<file path="config.mk">
export PLATFORM = sky130hd
export DESIGN_NAME = alu_op_sequencer
export DESIGN_NICKNAME = d
export VERILOG_FILES = /design/src/rtl/alu_op_sequencer.sv
export SDC_FILE = /design/constraint.sdc
export NUM_CORES = 1
export LEC_CHECK = 0
export ABC_CLOCK_PERIOD_IN_PS = 2800
export CAP_MARGIN = 20
export CORE_MARGIN = 5
export CORE_UTILIZATION = 42
export CTS_CLUSTER_DIAMETER = 100
export DETAILED_ROUTE_END_ITERATION = 6
export GPL_ROUTABILITY_DRIVEN = 0
export PLACE_DENSITY_LB_ADDON = 0.25
export SLEW_MARGIN = 10
export SYNTH_ARGS = -nofsm -noshare
export SYNTH_HDL_FRONTEND = slang
export SYNTH_SLANG_ARGS = --single-unit
</file>
<file path="constraint.sdc">
create_clock -name clock -period 2.8 [get_ports clock]
set_clock_uncertainty 0.1 [all_clocks]
set_input_delay 0.28 -clock clock [delete_from_list [all_inputs] [get_ports clock]]
set_output_delay 0.28 -clock clock [all_outputs]
set_load 0.05 [all_outputs]
</file>
<file path="src/rtl/alu_op_sequencer.sv">
// Multi-cycle sequencer in front of the combinational ALU.
// Registers operands, waits per-class settle cycles, holds the response.
module alu_op_sequencer #(
   parameter int ALU_CYCLES = 1,
   parameter int MUL_CYCLES = 4,
   parameter int DIV_CYCLES = 8
) (
   input  logic        clock,
   input  logic        clear,
   input  logic        req_valid,
   output logic        req_ready,
   input  logic [3:0]  req_op,
   input  logic [31:0] req_a,
   input  logic [31:0] req_b,
   output logic [31:0] alu_a,
   output logic [31:0] alu_b,
   output logic [3:0]  alu_cntrl,
   input  logic [31:0] alu_c_lo,
   input  logic [31:0] alu_c_hi,
   output logic        rsp_valid,
   input  logic        rsp_ready,
   output logic [31:0] rsp_lo,
   output logic [31:0] rsp_hi,
   output logic        rsp_err,
   output logic        busy
);

   typedef enum logic [1:0] {IDLE, EXEC, DONE} state_t;
   typedef enum logic [1:0] {ERR_NONE, ERR_OP, ERR_DIV0} err_t;

   localparam logic [7:0] ALU_N = 8'(ALU_CYCLES - 1);
   localparam logic [7:0] MUL_N = 8'(MUL_CYCLES - 1);
   localparam logic [7:0] DIV_N = 8'(DIV_CYCLES - 1);

   state_t     state;
   err_t       pend;
   logic [7:0] cnt;
   logic       accept;
   logic       wide_op;
   err_t       load_err;
   logic [7:0] load_cnt;

   assign req_ready = (state == IDLE) | ((state == DONE) & rsp_ready);
   assign accept    = req_valid & req_ready;
   assign rsp_valid = (state == DONE);
   assign busy      = (state != IDLE);
   assign wide_op   = (alu_cntrl == 4'd10) | (alu_cntrl == 4'd11);

   // Error requests still pass through one EXEC edge so every
   // response shares the same minimum one-edge latency.
   always_comb begin
      load_err = ERR_NONE;
      load_cnt = ALU_N;
      unique case (1'b1)
         (req_op >= 4'd12): begin
            load_err = ERR_OP;
            load_cnt = '0;
         end
         (req_op == 4'd11) && (req_b == '0): begin
            load_err = ERR_DIV0;
            load_cnt = '0;
         end
         (req_op == 4'd11) && (req_b != '0): load_cnt = DIV_N;
         (req_op == 4'd10): load_cnt = MUL_N;
         default: ;
      endcase
   end

   always_ff @(posedge clock or negedge clear) begin
      if (!clear) begin
         state     <= IDLE;
         pend      <= ERR_NONE;
         cnt       <= '0;
         alu_a     <= '0;
         alu_b     <= '0;
         alu_cntrl <= '0;
         rsp_lo    <= '0;
         rsp_hi    <= '0;
         rsp_err   <= 1'b0;
      end else if (accept) begin
         alu_a     <= req_a;
         alu_b     <= req_b;
         alu_cntrl <= req_op;
         pend      <= load_err;
         cnt       <= load_cnt;
         state     <= EXEC;
      end else begin
         unique case (state)
            EXEC: begin
               if (cnt == '0) begin
                  state <= DONE;
                  unique case (pend)
                     ERR_OP: begin
                        rsp_lo  <= '0;
                        rsp_hi  <= '0;
                        rsp_err <= 1'b1;
                     end
                     ERR_DIV0: begin
                        rsp_lo  <= '1;
                        rsp_hi  <= alu_a;
                        rsp_err <= 1'b1;
                     end
                     default: begin
                        rsp_lo  <= alu_c_lo;
                        rsp_hi  <= wide_op ? alu_c_hi : '0;
                        rsp_err <= 1'b0;
                     end
                  endcase
               end else begin
                  cnt <= cnt - 8'd1;
               end
            end
            DONE: if (rsp_ready) state <= IDLE;
            default: ;
         endcase
      end
   end

   param_legal: assert property (@(posedge clock)
      ALU_CYCLES >= 1 && ALU_CYCLES <= 255 &&
      MUL_CYCLES >= 1 && MUL_CYCLES <= 255 &&
      DIV_CYCLES >= 1 && DIV_CYCLES <= 255);

endmodule

</file>
### Word-level counts from Yosys, hierarchy flattened

Index checks and enable logic that the tools add are counted.

| storage, ports and cells | value |
|---|---|
| flip-flop bits (word level) | 145 |
| logic and storage cells | 53 |
| output and inout port bits | 136 |
| bits in latches | 0 |
| ROM bits | 0 |
| memory bits (writable) | 0 |
| input bits | 136 |
| memories kept | 0 |

| cells by class | value |
|---|---|
| div/mod/pow operators | 0 |
| reductions and logical operators | 13 |
| multiply operators | 0 |
| muxes and demuxes | 13 |
| $add $sub $neg | 1 |
| bitwise gates (word level) | 5 |
| order comparisons | 1 |
| equality and inequality tests | 11 |
| shifts and indexed selects | 0 |

Operator list:

| cell | count |
|---|---|
| 32-bit one-hot mux with 2 select lines | 2 |
| 32-bit logical NOT | 1 |
| 32-bit two-way mux | 1 |
| 32-bit nonzero test | 1 |
| 8-bit two-way mux | 3 |
| 4-bit == test, second input constant | 4 |
| 8-bit logical NOT | 1 |
| 2-bit one-hot mux with 2 select lines | 2 |
| 8-bit by 1-bit subtractor with 8-bit output, second input constant | 1 |
| 2-bit two-way mux | 3 |
| 3-bit one-hot mux with 2 select lines | 1 |
| 3-bit AND reduction | 2 |
| 2-bit by 1-bit == test with 1-bit output, second input constant | 2 |
| 2-bit == test, second input constant | 2 |
| 4-bit >= comparator, second input constant | 1 |
| 2-bit nonzero test | 2 |
| 3-bit by 1-bit != test with 1-bit output, second input constant | 1 |
| 3-bit != test, second input constant | 1 |
| 3-bit nonzero test | 1 |
| 1-bit bitwise AND | 2 |
| 1-bit logical AND | 2 |
| 2-bit logical NOT | 1 |
| 2-bit != test, second input constant | 1 |
| 1-bit bitwise OR | 2 |
| 4 further kinds | 4 |

### Logic depth before layout (Yosys ltp)

Gate-level depths: netlist of the first run.

| depth | value |
|---|---|
| word-level depth | 6 |
| mapped depth | 8 |
| mapped depth without buffers | 6 |

### Worst setup path before layout of the first run

No wires, ideal clock.

| path | value |
|---|---|
| kind | register to register |
| from | reg cnt[3] |
| to | reg rsp_lo[23] |
| stages on the path, launching flop included | 8 |
| clock period less this slack | 2.107 ns |
| data required time | 2.568 ns |
| slack | 0.693 ns |
| data arrival time | 1.875 ns |
| path buffers | 3 |
| path through | dfrtp_1 > or4_1 > buf_2 > or3b_4 > buf_6 > buf_6 > nand2_1 > o21ai_1 |

| between the ends | value |
|---|---|
| cells in the longest elaborated chain, start to end | 2 |

RTL lines:

| what | RTL line | RTL |
|---|---|---|
| start: declaration | 37 | `logic [7:0] cnt;` |
| start signal: assignment | 85 | `cnt <= load_cnt;` |
| start signal: assignment | 110 | `cnt <= cnt - 8'd1;` |
| 8-bit logical NOT | 90 | `if (cnt == '0) begin` |
| 3-bit AND reduction (no source line) | - |  |
| end signal: assignment | 104 | `rsp_lo <= alu_c_lo;` |
| end: declaration | 22 | `output logic [31:0] rsp_lo,` |

Every way passes these cells.
A chain may end at the register's enable or synchronous reset.

### Worst setup path after layout of the first run

| path | value |
|---|---|
| from | reg state[1] |
| to | out req_ready |

| between the ends | value |
|---|---|
| cells in the longest elaborated chain, start to end | 3 |
| elaborated cells between the ends (all ways) | 4 |

RTL lines:

| what | RTL line | RTL |
|---|---|---|
| start: declaration | 35 | `state_t state;` |
| start signal: assignment | 71 | `state <= IDLE;` |
| start signal: assignment | 86 | `state <= EXEC;` |
| start signal: assignment | 91 | `state <= DONE;` |
| 2-bit == test | 43 | `assign req_ready = (state == IDLE) \| ((state == DONE) & rsp_ready);` |
| 1-bit bitwise AND | 43 |  |
| 1-bit bitwise OR * | 43 |  |
| end: declaration | 11 | `output logic req_ready,` |

Every way passes the cells marked *; elsewhere a longest branch is shown, timed or not.

==> results.cfg, run 1 <==
[placed_design]
place_hpwl_um = 13700
placed_instances = 1079
port_buffers = 271

[drt]
drt_iter0_markers = 352
detailedRoute.firstPassIterationCount = 5
total_via_count_after_detailed_routing = 5569
wirelength_um = 18800
avgRoutedWirePerCell_um = 16.9
vias_per_cell = 5.01
antenna_violating_nets_post_route = 0
route.detailed.drc = 0

[sta]
worstMarginPinSlew_ps = 917
final-setup-viol-count = 0
rsz0062_at_grt = no
timing_hold_violations_final = 0
maxClockFrequency_mhz = 418
relSlewSlack = 0.387
fin_crit_sh = 0.854
setup_total_negative_slack_ps = 0
fin_crit_ps = 2390
final-max-slew-violation-count = 0
whs_ps = 290

[critical_path]
timing.critical_path.from_type = register
critical_path_arrival_ps = 2010
endpoint_kind = primary output
cp_max_fo = 4
worstSetupPathType = register to primary output
worst_ep_required_time_ps = 2420

[final_layout]
total_number_of_nets_in_the_final_design = 1053
finish.cell_count_without_fillers = 1112
layout-drive-gt1-share = 0.0894
area_delta_synth_final_pct = 55.1
antenna-diode-count = 0
finish.utilization = 0.663

[floorplanning]
die_width_um = 132
initial_core_util = 0.427
die-height_um = 132
placement_rows = 44
design.core.area_sq_um = 14500
dieArea_sq_um = 17300
design.portCount = 272

[power]
switching_share = 0.493
power.share.clock = 0.163
p_seq_frac = 0.275
vdd_drop_max_uv = 805
switchingPower_mw = 6.71
comb_power_share = 0.562
power.leakage_nw = 4.31
internal_power_mw = 6.90
powerDensity_nw_per_um2 = 1410

[clock_network]
h-tree-depth = 4
cts.repair_timing.setup_buffer_count = 0
cts_buffer_depth = 2
cts_buffers = 17
cts_tree = built
insertion_delay_ps = 410
clk_root_buffer_cell = clkbuf_16
clkTransAtPathRegs_ps = 60
cts_num_sinks = 145
post_cts_resized = 0

[yosys]
synth.distinct_cells = 40
synth.net_count = 795
synth.yosys.seq_area_share = 0.584
synth_cells = 657
postSynthAreaPerCell_sq_um = 9.45
ys_warn_count = 0
synthesis.area_sq_um = 6210
postSynthRegisterBits = 145

[global_routing]
antenna_found_initial = 0
groute.usage.overall = 0.213
global_route_wire_length_before_repair_um = 29800
first_global_vias = 5382
gr-total-overflow = 0
maximum_number_of_pins_on_one_net_before_global_route_repair = 131

[min_path]
min-delay-path-class = input port to asynchronous set/reset pin

[flow_run]
cap_viol_max_count = 0

[status]
status = finished, final reports clean
## path summary, 6_finish.rpt
kind	startpoint	end	slack (ps)	depth (start not counted)
max in group asynchronous	clear	alu_b[0]	1620	3
min in group clock	req_a[17]	alu_a[17]	290	3
worst max-delay path	state[1]	req_ready	410	3
worst min-delay path	clear	rsp_lo[28]	290	2
worst min register to register	alu_b[25]	alu_b[25]	370	2
worst max register to register	cnt[3]	rsp_hi[6]	450	5
## power groups by stage
stage	Clock, mW	Sequential (mW)	Combinational [mW]
finish	2.22	3.74	7.65
global route	2.35	3.87	8.06
CTS	2.27	3.75	7.73
detailed placement	0	3.77	7.71
global placement	0	3.73	7.63
floorplan	0	6.93	1.79
## cells in the mapped netlist (all sizes together)
cell / n / area (sq um)
and4b: 1 / 10.0
o21ai: 71 / 483
nor2: 5 / 18.8
a2bb2oi: 1 / 8.76
nor3b: 2 / 15.0
o31a: 1 / 8.76
a21o: 1 / 7.51
nor2b: 4 / 25.0
o41ai: 1 / 8.76
o31ai: 2 / 28.8
o21a: 1 / 7.51
nand4: 2 / 12.5
or3: 1 / 6.26
buf: 14 / 136
nand3b: 1 / 7.51
nand3: 2 / 10.0
nand2: 272 / 1020
xnor2: 1 / 8.76
clkbuf: 32 / 120
ha: 2 / 25.0
a22oi: 32 / 240
inv: 6 / 22.5
nor3: 1 / 5.00
a22o: 1 / 8.76
nand2b: 1 / 6.26
a32o: 2 / 20.0
or3b: 1 / 11.3
o211ai: 5 / 37.5
o22a: 1 / 8.76
dfrtp: 145 / 3630
nor4: 9 / 56.3
a21oi: 32 / 160
mux2i: 2 / 20.0
nor4b: 1 / 8.76
or4: 1 / 7.51
## placed cells by master (no fill, tap or decap), drive strengths merged, types with 4 or more instances in the layout
cell,count
a21oi,32
a22oi,32
buf,14
clkbuf,19
clkdlybuf4s50,270
clkinv,5
clkinvlp,4
dfrtp,145
inv,8
nand2,272
nor2,5
nor2b,4
nor4,9
o211ai,5
o21ai,71
## flip-flops by register name, indices dropped and copies added (netlist names), 2 cells and up
register / count
rsp_hi: 32
cnt: 8
alu_a: 32
alu_b: 32
rsp_lo: 32
state: 2
alu_cntrl: 4
pend: 2
## through the flow
stage	setup WS (ps)	instance area [sq um]	power, mW
after CTS	393	9640	13.7
final	408	9640	13.6
after floorplan	693	6210	8.72
after global placement	530	9050	11.4
after global routing	299	9640	14.3
after detailed placement	471	9050	11.5
## critical path, stage by stage (launching register included)
cell and delay [ps]:
dfrtp_1 420, nor2b_1 180, nor2_1 160, clkdlybuf4s50_1 840
## layout make-up
cell class                 count  area (sq um)
clock buffer                  19           443
tap                          184           230
inverter                       6          22.5
timing repair buffer         285          2860
clock inverter                13           136
fill                        1204          4900
sequential                   145          3630
multi-input combinational    460          2320
## cells by family (layout without fill, tap and decap cells)
logic type | Yosys count | count (layout) | synth area share
compound gates | 151 | 151 | 0.166
flops | 145 | 145 | 0.584
simple gates | 304 | 304 | 0.197
mux | 2 | 2 | 0.00322
xor+xnor | 1 | 1 | 0.00141
buf+inv | 52 | 323 | 0.0449
fa+ha+maj | 2 | 2 | 0.00403
## what timing repair did
action	4_1_cts	5_1_grt
setup endpoints to repair	0	0
hold endpoints to repair	56	0
hold buffers	1	0
## metal layers
metal,global-route usage,vias to the layer above,wire (um)
met2,0.337,197,9000
met1,0.289,2619,8200
met4,0.0514,0,242
met5,0,-,0
met3,0.0677,17,1350
li1,-,2736,-
Note: power is estimated with default switching activity, not from simulation.
==> run 2, diff against run 1 <==
- CAP_MARGIN: 20 -> 40
==> results.cfg, run 2 (same netlist as run 1, synthesis figures left out) <==
[status]
status = finished, final reports clean

[global_routing]
gr-total-overflow = 0
maximum_number_of_pins_on_one_net_before_global_route_repair = 131
groute.usage.overall = 0.217
antenna_found_initial = 0
first_global_vias = 5419
global_route_wire_length_before_repair_um = 30100

[final_layout]
layout-drive-gt1-share = 0.0873
postLayoutCellArea_sq_um = 9690
finish.cell_count_without_fillers = 1112
layout_common_cells = 272 x nand2_1, 270 x clkdlybuf4s50_1, 145 x dfrtp_1
total_number_of_nets_in_the_final_design = 1054
mostFrequentLayoutCell = nand2_1
antenna-diode-count = 0
area_delta_synth_final_pct = 56.0

[clock_network]
cts_tree = built
cts_num_sinks = 145
h-tree-depth = 4
post_cts_resized = 0
cts_buffer_depth = 2
cts_buffers = 17
clkTransAtPathRegs_ps = 60
insertion_delay_ps = 420
clk_root_buffer_cell = clkbuf_16

[power]
powerDensity_nw_per_um2 = 1420
switchingPower_mw = 6.69
internal_power_mw = 7.08
p_seq_frac = 0.272
vdd_drop_max_uv = 799
power.share.clock = 0.171
switching_share = 0.486
comb_power_share = 0.557
power.leakage_nw = 4.34

[sta]
rsz0062_at_grt = no
final-max-slew-violation-count = 0
final_setup_margin_ps = 404
fin_crit_ps = 2400
relSlewSlack = 0.601
fin_crit_sh = 0.856
worstMarginPinSlew_ps = 599
maxClockFrequency_mhz = 417
final-setup-viol-count = 0
timing_hold_violations_final = 0
setup_total_negative_slack_ps = 0

[drt]
route.detailed.drc = 0
antenna_violating_nets_post_route = 0
avgRoutedWirePerCell_um = 17.0
drt_iter0_markers = 398
detailedRoute.firstPassIterationCount = 5
total_via_count_after_detailed_routing = 5570
vias_per_cell = 5.01
wirelength_um = 18900

[floorplanning]
design.portCount = 272
placement_rows = 44
die-height_um = 132
design.core.area_sq_um = 14500
initial_core_util = 0.427
die_width_um = 132
dieArea_sq_um = 17300

[critical_path]
endpoint_kind = primary output
worst_ep_required_time_ps = 2420
worstSetupPathType = register to primary output
cp_max_fo = 4
timing.critical_path.from_type = register
critical_path_arrival_ps = 2020

[placed_design]
placed_instances = 1080
dp_slack_ps = 505
postPlaceCellArea_sq_um = 9070
place_hpwl_um = 13800
port_buffers = 271

[min_path]
min-delay-path-class = input port to register

[flow_run]
cap_viol_max_count = 0
==> run 2: stage by stage <==
step / hold slack [ps] / total power [mW] / util
floorplan: -116 / 8.72 / -
global placement: 195 / 11.4 / 0.622
detailed placement: 189 / 11.5 / 0.624
CTS: 271 / 13.9 / 0.666
global route: 286 / 14.4 / 0.666
finish: 288 / 13.8 / 0.666
==> run 2: worst max-delay path, stage by stage, from the launching register on <==
cell,delay (ps)
dfrtp_1,410
nor2b_1,180
nor2_1,170
clkdlybuf4s50_1,840
==> run 2: worst paths after layout <==
path | from | end | slack, ps | cells after the start
max in group asynchronous | clear | alu_b[14] | 1620 | 3
setup / recovery | state[1] | req_ready | 400 | 3
hold / removal | req_a[7] | alu_a[7] | 290 | 3
hold reg to reg | alu_b[3] | alu_b[3] | 370 | 2
min in group asynchronous | clear | rsp_lo[28] | 300 | 2
setup reg to reg | cnt[3] | rsp_hi[22] | 470 | 5
==> run 2: power groups by stage <==
stage	Combinational [mW]	Sequential, mW	Clock, mW
floorplan	1.79	6.93	0
global placement	7.63	3.73	0
detailed placement	7.72	3.77	0
CTS	7.75	3.75	2.40
finish	7.67	3.74	2.35
global route	8.08	3.88	2.49
==> run 2: layer usage <==
layer  track usage  wire length [um]
met2         0.342              9070
met3        0.0707              1410
met5             0                 0
met1         0.289              8120
met4        0.0617               289
==> run 2: cell type report <==
type | instances | area, sq um
Fill cell | 1210 | 4850
Inverter | 6 | 22.5
Clock inverter | 10 | 160
Clock buffer | 21 | 450
Sequential cell | 145 | 3630
Timing Repair Buffer | 286 | 2880
Tap cell | 184 | 230
Multi-Input combinational cell | 460 | 2320
==> run 2: what timing repair did <==
action / in CTS / in global routing
setup buffers: 0 / 0
hold buffers: 1 / 0
endpoints found under the hold margin: 56 / 0
